--- config.mk ---
export PLATFORM = sky130hd
export DESIGN_NAME = data_mem_arbiter
export DESIGN_NICKNAME = d
export VERILOG_FILES = /design/src/rtl/data_mem_arbiter.sv
export SDC_FILE = /design/constraint.sdc
export NUM_CORES = 1
export LEC_CHECK = 0
export ABC_CLOCK_PERIOD_IN_PS = 1780
export CAP_MARGIN = 20
export CORE_MARGIN = 1.5
export CORE_UTILIZATION = 31
export CTS_BUF_LIST = sky130_fd_sc_hd__clkbuf_4 sky130_fd_sc_hd__clkbuf_8
export DETAILED_ROUTE_END_ITERATION = 8
export PLACE_DENSITY = 0.8
export RECOVER_POWER = 100
export SLEW_MARGIN = 0
export SYNTH_ARGS = -nofsm -noshare
export SYNTH_HDL_FRONTEND = slang
export SYNTH_SLANG_ARGS = --single-unit
--- constraint.sdc ---
create_clock -name clk -period 1.78 [get_ports clk]
set_input_delay 0.356 -clock clk [delete_from_list [all_inputs] [get_ports clk]]
set_output_delay 0.356 -clock clk [all_outputs]
set_load 0.03 [all_outputs]
--- src/rtl/data_mem_arbiter.sv ---
// data_mem_arbiter: shares the single-ported data memory between the datapath and host ports (optional perf counters via ARB_PERF_CNT_EN)
module data_mem_arbiter #(
  parameter int ADDR_WIDTH   = 16,
  parameter int DATA_WIDTH   = 16,
  parameter int STARVE_LIMIT = 4,
  parameter int MAX_LOCK     = 8
) (
  input  logic                  clk,
  input  logic                  rst_n,
  input  logic                  dp_req,
  input  logic                  dp_we,
  input  logic [ADDR_WIDTH-1:0] dp_addr,
  input  logic [DATA_WIDTH-1:0] dp_wdata,
  output logic                  dp_gnt,
  output logic                  dp_rvalid,
  output logic [DATA_WIDTH-1:0] dp_rdata,
  output logic                  dp_lock,
  input  logic                  host_req,
  input  logic                  host_we,
  input  logic                  host_lock,
  input  logic [ADDR_WIDTH-1:0] host_addr,
  input  logic [DATA_WIDTH-1:0] host_wdata,
  output logic                  host_gnt,
  output logic                  host_rvalid,
  output logic [DATA_WIDTH-1:0] host_rdata,
  output logic                  mem_en,
  output logic                  mem_we,
  output logic [ADDR_WIDTH-1:0] mem_addr,
  output logic [DATA_WIDTH-1:0] mem_wdata,
  input  logic [DATA_WIDTH-1:0] mem_rdata,
  output logic [15:0]           perf_dp_stall,
  output logic [15:0]           perf_host_gnt
);
  localparam logic [1:0] S_IDLE  = 2'd0;
  localparam logic [1:0] S_DP    = 2'd1;
  localparam logic [1:0] S_HOST  = 2'd2;
  localparam logic [1:0] S_HLOCK = 2'd3;
  localparam int SW = $clog2(STARVE_LIMIT + 1);
  localparam int LW = $clog2(MAX_LOCK + 1);

  logic [1:0]            state_q, state_d;
  logic [SW-1:0]         starve_cnt_q, starve_cnt_d;
  logic [LW-1:0]         lock_cnt_q, lock_cnt_d;
  logic                  dp_rvalid_q, dp_rvalid_d, host_rvalid_q, host_rvalid_d;
  logic [DATA_WIDTH-1:0] dp_rdata_q, dp_rdata_d, host_rdata_q, host_rdata_d;
  logic                  host_win, dp_win, starved, lock_end;

  // Arbitration: held lock or starvation lets host pre-empt the datapath, otherwise datapath first
  always_comb begin
    starved   = starve_cnt_q == SW'(STARVE_LIMIT);
    lock_end  = (state_q == S_HLOCK) && (lock_cnt_q == LW'(MAX_LOCK - 1));
    host_win  = host_req & ((state_q == S_HLOCK) | starved | ~dp_req);
    dp_win    = dp_req & ~host_win;
    dp_gnt    = dp_win;
    host_gnt  = host_win;
    dp_lock   = ~(dp_req & ~dp_win);
    mem_en    = dp_win | host_win;
    mem_we    = host_win ? host_we : (dp_win & dp_we);
    mem_addr  = host_win ? host_addr : dp_addr;
    mem_wdata = host_win ? host_wdata : dp_wdata;
  end

  // Next owner state, fairness/lock counters, and read-return tracking
  always_comb begin
    state_d       = host_win ? (lock_end ? S_IDLE : (host_lock ? S_HLOCK : S_HOST)) : (dp_win ? S_DP : S_IDLE);
    lock_cnt_d    = (host_win & host_lock & ~lock_end) ? ((state_q == S_HLOCK) ? lock_cnt_q + LW'(1) : LW'(1)) : '0;
    starve_cnt_d  = (host_req & ~host_win) ? (starved ? starve_cnt_q : starve_cnt_q + SW'(1)) : '0;
    dp_rvalid_d   = dp_win & ~dp_we;
    host_rvalid_d = host_win & ~host_we;
    dp_rdata_d    = dp_rvalid_q ? mem_rdata : dp_rdata_q;
    host_rdata_d  = host_rvalid_q ? mem_rdata : host_rdata_q;
    dp_rvalid     = dp_rvalid_q;
    host_rvalid   = host_rvalid_q;
    dp_rdata      = dp_rdata_d;
    host_rdata    = host_rdata_d;
  end

  // Arbiter state registers; read data is held after its return so it stays stable
  always_ff @(posedge clk) begin
    if (!rst_n) begin
      state_q       <= S_IDLE;
      starve_cnt_q  <= '0;
      lock_cnt_q    <= '0;
      dp_rvalid_q   <= 1'b0;
      host_rvalid_q <= 1'b0;
      dp_rdata_q    <= '0;
      host_rdata_q  <= '0;
    end else begin
      state_q       <= state_d;
      starve_cnt_q  <= starve_cnt_d;
      lock_cnt_q    <= lock_cnt_d;
      dp_rvalid_q   <= dp_rvalid_d;
      host_rvalid_q <= host_rvalid_d;
      dp_rdata_q    <= dp_rdata_d;
      host_rdata_q  <= host_rdata_d;
    end
  end

`ifdef ARB_PERF_CNT_EN
  logic [15:0] perf_dp_stall_q, perf_dp_stall_d, perf_host_gnt_q, perf_host_gnt_d;

  // Wrapping counters of datapath stall cycles and host grants
  always_comb begin
    perf_dp_stall_d = perf_dp_stall_q + 16'(dp_req & ~dp_win);
    perf_host_gnt_d = perf_host_gnt_q + 16'(host_win);
    perf_dp_stall   = perf_dp_stall_q;
    perf_host_gnt   = perf_host_gnt_q;
  end

  // Performance counter registers
  always_ff @(posedge clk) begin
    if (!rst_n) begin
      perf_dp_stall_q <= '0;
      perf_host_gnt_q <= '0;
    end else begin
      perf_dp_stall_q <= perf_dp_stall_d;
      perf_host_gnt_q <= perf_host_gnt_d;
    end
  end
`else
  assign perf_dp_stall = '0;
  assign perf_host_gnt = '0;
`endif
endmodule

# Word-level counts from Yosys, hierarchy flattened
# Cells that the tools add are included.
# Widths: inputs -> output; s select.
# totals
romBits	0
latchBits	0
regBits	43
ramBits	0
output_inout_bits	103
memories	0
word_cells	46
input_bits	87
# classes
eq_ne	3
addsub	2
bitwise_logic	19
n_shift	0
n_reduce_logical	4
div_mod_pow	0
multipliers	0
mux	10
n_lt_le_gt_ge	0
# ops
operator	count
$mux 16	4
$and 1x1->1	9
$not 1->1	7
$add 4x1->4 const B	1
$eq 4x3->1 const B	1
$mux 1	4
$mux 2	2
$reduce_and 2->1	2
$add 3x1->3 const B	1
$eq 3x3->1 const B	1
$or 1x1->1	3
$reduce_and 3->1	1
$eq 2x2->1 const B	1
$logic_and 1x1->1	1

# Logic depth before layout (Yosys ltp)
# logic_depth
word_depth	9
depth_mapped	7
ltp_nobuf	6

# Worst setup path after synthesis
# OpenSTA, ideal clock, no wires.
# synth_timing
path_type	register to output
from	reg starve_cnt_q[0]
to	out mem_we
t_required_ps	1424
n_path_buf	1
path_slack_ps	-386
arrival_time_ps	1810
path_stages_with_launch	7
cell_sequence	dfxtp_1 > inv_1 > ha_1 > a21bo_2 > o21ai_4 > buf_6 > mux2i_1
# synth_between
elab_chain_cells	8
# synth_lines
element	line_no	text
from (decl)	42	logic [SW-1:0] starve_cnt_q, starve_cnt_d;
from (signal assigned)	90	starve_cnt_q <= starve_cnt_d;
$eq 3x3->1 *	50	starved = starve_cnt_q == SW'(STARVE_LIMIT);
$or 1x1->1 * (2 in series)	52	host_win = host_req & ((state_q == S_HLOCK) | starved | ~dp_req);
$and 1x1->1 *	52	
$not 1->1	53	dp_win = dp_req & ~host_win;
$and 1x1->1	53	
$and 1x1->1	58	mem_we = host_win ? host_we : (dp_win & dp_we);
$mux 1 *	58	
to (decl)	27	output logic mem_we,
# Mark *: on every way between the ends. The rest lies on a longest branch, timed or not.

# Worst setup path after layout
# layout_timing
from	reg starve_cnt_q[1]
to	out mem_wdata[13]
# layout_between
elab_chain_cells	5
# layout_lines
element	line_no	text
$eq 3x3->1	50	
$or 1x1->1 (2 in series)	52	
$and 1x1->1	52	
$mux 16	60	mem_wdata = host_win ? host_wdata : dp_wdata;
to (decl)	29	output logic [DATA_WIDTH-1:0] mem_wdata,
# No other way between the ends.

==> results.json <==
{
  "status": "complete, but fails checks",
  "violations": "setup timing",
  "port_buffers": 157,
  "use_met3": 0.0305,
  "cts_sinks": 43,
  "die_w_um": 90.2,
  "routedWlPerCell_um": 14.5,
  "criticalPathCategory": "reg2out",
  "drv_slew": 0,
  "layout-drive-gt1-share": 0.449,
  "finalPower_mw": 2.63,
  "synth_edf_count": 0,
  "synth_cell_types": 27,
  "num_io_pins": 190,
  "drt-vias-per-instance": 4.18,
  "synth_ff_type": "dfxtp_1",
  "grt_pass1_vias": 2247,
  "skew_ps": 11.0,
  "die-area_mm2": 0.00813,
  "fillerInstances": 638,
  "avgSynthCellArea_um2": 10.4,
  "grt_pass1_wl_um": 11600,
  "core_area_mm2": 0.00729,
  "critPathCaptureType": "primary output",
  "finalCritPeriodShare": 1.31,
  "power_density_mw_per_mm2": 595,
  "grt-busiest-layer": "met2",
  "globalRouteTotalUtil": 0.181,
  "drc": 0,
  "p_leak_nw": 2.10,
  "yosys_warnings": 0,
  "start_util": 0.323,
  "hold_depth": 1,
  "grt_overflow_total": 0,
  "num_rows": 31,
  "synthCells": 227,
  "cp_slowest_stage_delay_ps": 340,
  "syn_area_mm2": 0.00236,
  "min_from": "lock_cnt_q[0]",
  "wl_um": 7430,
  "crit_chain": "inv_2 > ha_4 > a21bo_4 > o21ai_4 > buf_8 > buf_12 > mux2_4 > buf_6",
  "vias": 2134,
  "crit_slowest_cell": "dfxtp_2",
  "syn_to_final_growth_pct": 87.5,
  "drt_pre_antenna_iters": 4,
  "synth_seq_cells": 43,
  "start_kind": "flop",
  "path_clk_slew_ps": 90,
  "place_congestion": 0.759,
  "rsz0062_at_grt": "true",
  "fmax_ghz": 0.429,
  "cts_tree": "done",
  "ys_seq_area_frac": 0.365,
  "cp_top_family": "buffers and inverters",
  "dp_hpwl_um": 5580,
  "r2r_end": "state_q[0]",
  "fin_ws_ps": -553,
  "final_util": 0.606,
  "fin_setup_tns_ps": -18390,
  "rr_startpoint": "starve_cnt_q[1]",
  "period_needed_ps": 2330,
  "grt_max_degree": 29,
  "setup_violations": 36,
  "peakVddDrop_mv": 0.342,
  "drv_cap": 0,
  "grtUsageMet2": 0.350,
  "cts_buffers": 5,
  "nets": 501,
  "grtUsageMet1": 0.195,
  "ctsHoldBuffers": 0,
  "cp_num_buf_inv": 4,
  "die_y_um": 90.2,
  "drtAntennaViolNets": 0,
  "drt-initial-drc-count": 16,
  "rrSetupSlack_ps": 200,
  "antenna_found_initial": 0,
  "required_ps": 1420,
  "whs_ps": 499,
  "finalHoldViolations": 0,
  "arrival_ps": 1980,
  "reg2regPathDepth": 9,
  "ctsRootBufferMaster": "clkbuf_8",
  "hold_class": "reg2reg",
  "min_to": "lock_cnt_q[0]",
  "cp_max_fo": 9,
  "n_antenna_cell": 0,
  "ys_async_sr_fraction": 0,
  "cts_buffer_depth": 2,
  "pre_cts_ws_ps": -954,
  "h-tree-depth": 2,
  "clkLatencyLatePin_ps": 290
}
==> cell usage in the layout, fill, tap and decap left out, types with 2 or more instances in the layout <==
cell type        Yosys  layout
and2_0               0       9
and2_1              34      24
buf_12               0       6
buf_4               32      49
buf_6                3      43
buf_8                0       2
clkbuf_1             6       3
clkbuf_8             0       5
clkdlybuf4s50_1      0      83
clkinvlp_4           0       2
conb_1               1      32
dfxtp_1             43      40
dfxtp_2              0       3
dlygate4sd2_1        0       2
ha_1                 3       2
inv_1                6       4
inv_2                0       2
mux2_2              63      32
mux2_4               0      32
nand2_1              6       5
nand3_1              2       2
nor2_1               8       8
nor3_1               3       3
xor2_1               2       2
==> worst max-delay path by stage <==
stage / startpoint / slack [ps] / end / depth (start not counted)
2_1_floorplan: starve_cnt_q[0] / -140 / mem_addr[10] / 6
3_3_place_gp: dp_req / -920 / mem_wdata[15] / 5
3_5_place_dp: dp_req / -950 / mem_addr[2] / 5
4_1_cts: starve_cnt_q[1] / -580 / mem_addr[7] / 8
5_1_grt: starve_cnt_q[1] / -620 / mem_wdata[12] / 8
6_report: starve_cnt_q[1] / -550 / mem_wdata[13] / 8
==> report_power, final <==
part	internal (mW)	switching [mW]	leakage [nW]
logic	0.536	0.498	1.70
registers	0.986	0.00779	0.350
clock network	0.273	0.329	0.0402
==> synthesized netlist by cell type (3+ instances only) <==
cell type	n	area (µm²)
mux2_2	63	709
dfxtp_1	43	861
and2_1	34	213
buf_4	32	240
nor2_1	8	30.0
clkbuf_1	6	22.5
inv_1	6	22.5
nand2_1	6	22.5
buf_2	3	15.0
buf_6	3	33.8
ha_1	3	37.5
nor3_1	3	15.0
==> routing by layer <==
metal	up-vias	routed length (µm)
met3	15	294
met4	0	146
met5	-	0
met2	81	4200
li1	1058	-
met1	980	2800
==> logic make-up (layout without fill, tap and decap cells) <==
family	count (synthesis)	count (layout)	share of synthesized area
muxes	65	65	0.310
AOI/OAI and AO/OA	6	6	0.0223
and+or+nand+nor	57	57	0.135
buffers and inverters	50	204	0.142
xor gates and xnor gates	2	2	0.00744
adders and majority gates	3	3	0.0159
DFF	43	43	0.365
other	1	32	0.00159
==> per-stage QoR <==
stage | area [µm²] | cells
5_1_grt | 4420 | 511
6_report | 4420 | 511
2_1_floorplan | 2620 | 258
3_5_place_dp | 4040 | 489
4_1_cts | 4370 | 509
3_3_place_gp | 4040 | 489
==> sequential cells by signal, indices dropped and copies added (netlist names) <==
| register | count |
|---|---|
| dp_rdata_q | 16 |
| dp_rvalid | 1 |
| host_rdata_q | 16 |
| host_rvalid | 1 |
| lock_cnt_q | 4 |
| starve_cnt_q | 3 |
| state_q | 2 |
==> what timing repair did <==
item / 4_1_cts / 5_1_grt
pin swaps: 1 / 0
resized for setup: 82 / 17
setup endpoints to repair: 38 / 53
endpoints found under the hold margin: 0 / 0
buffers inserted: 12 / 2
==> final cells by class <==
class | instances | area [µm²] | share of cell area
Clock buffer | 5 | 68.8 | 0.0156
Clock inverter | 3 | 20.0 | 0.00453
Inverter | 6 | 22.5 | 0.00510
Multi-Input combinational cell | 165 | 1440 | 0.326
Sequential cell | 43 | 865 | 0.196
Tap cell | 99 | 124 | 0.0280
Timing Repair Buffer | 190 | 1880 | 0.425
(Power assumes the default switching activity.)
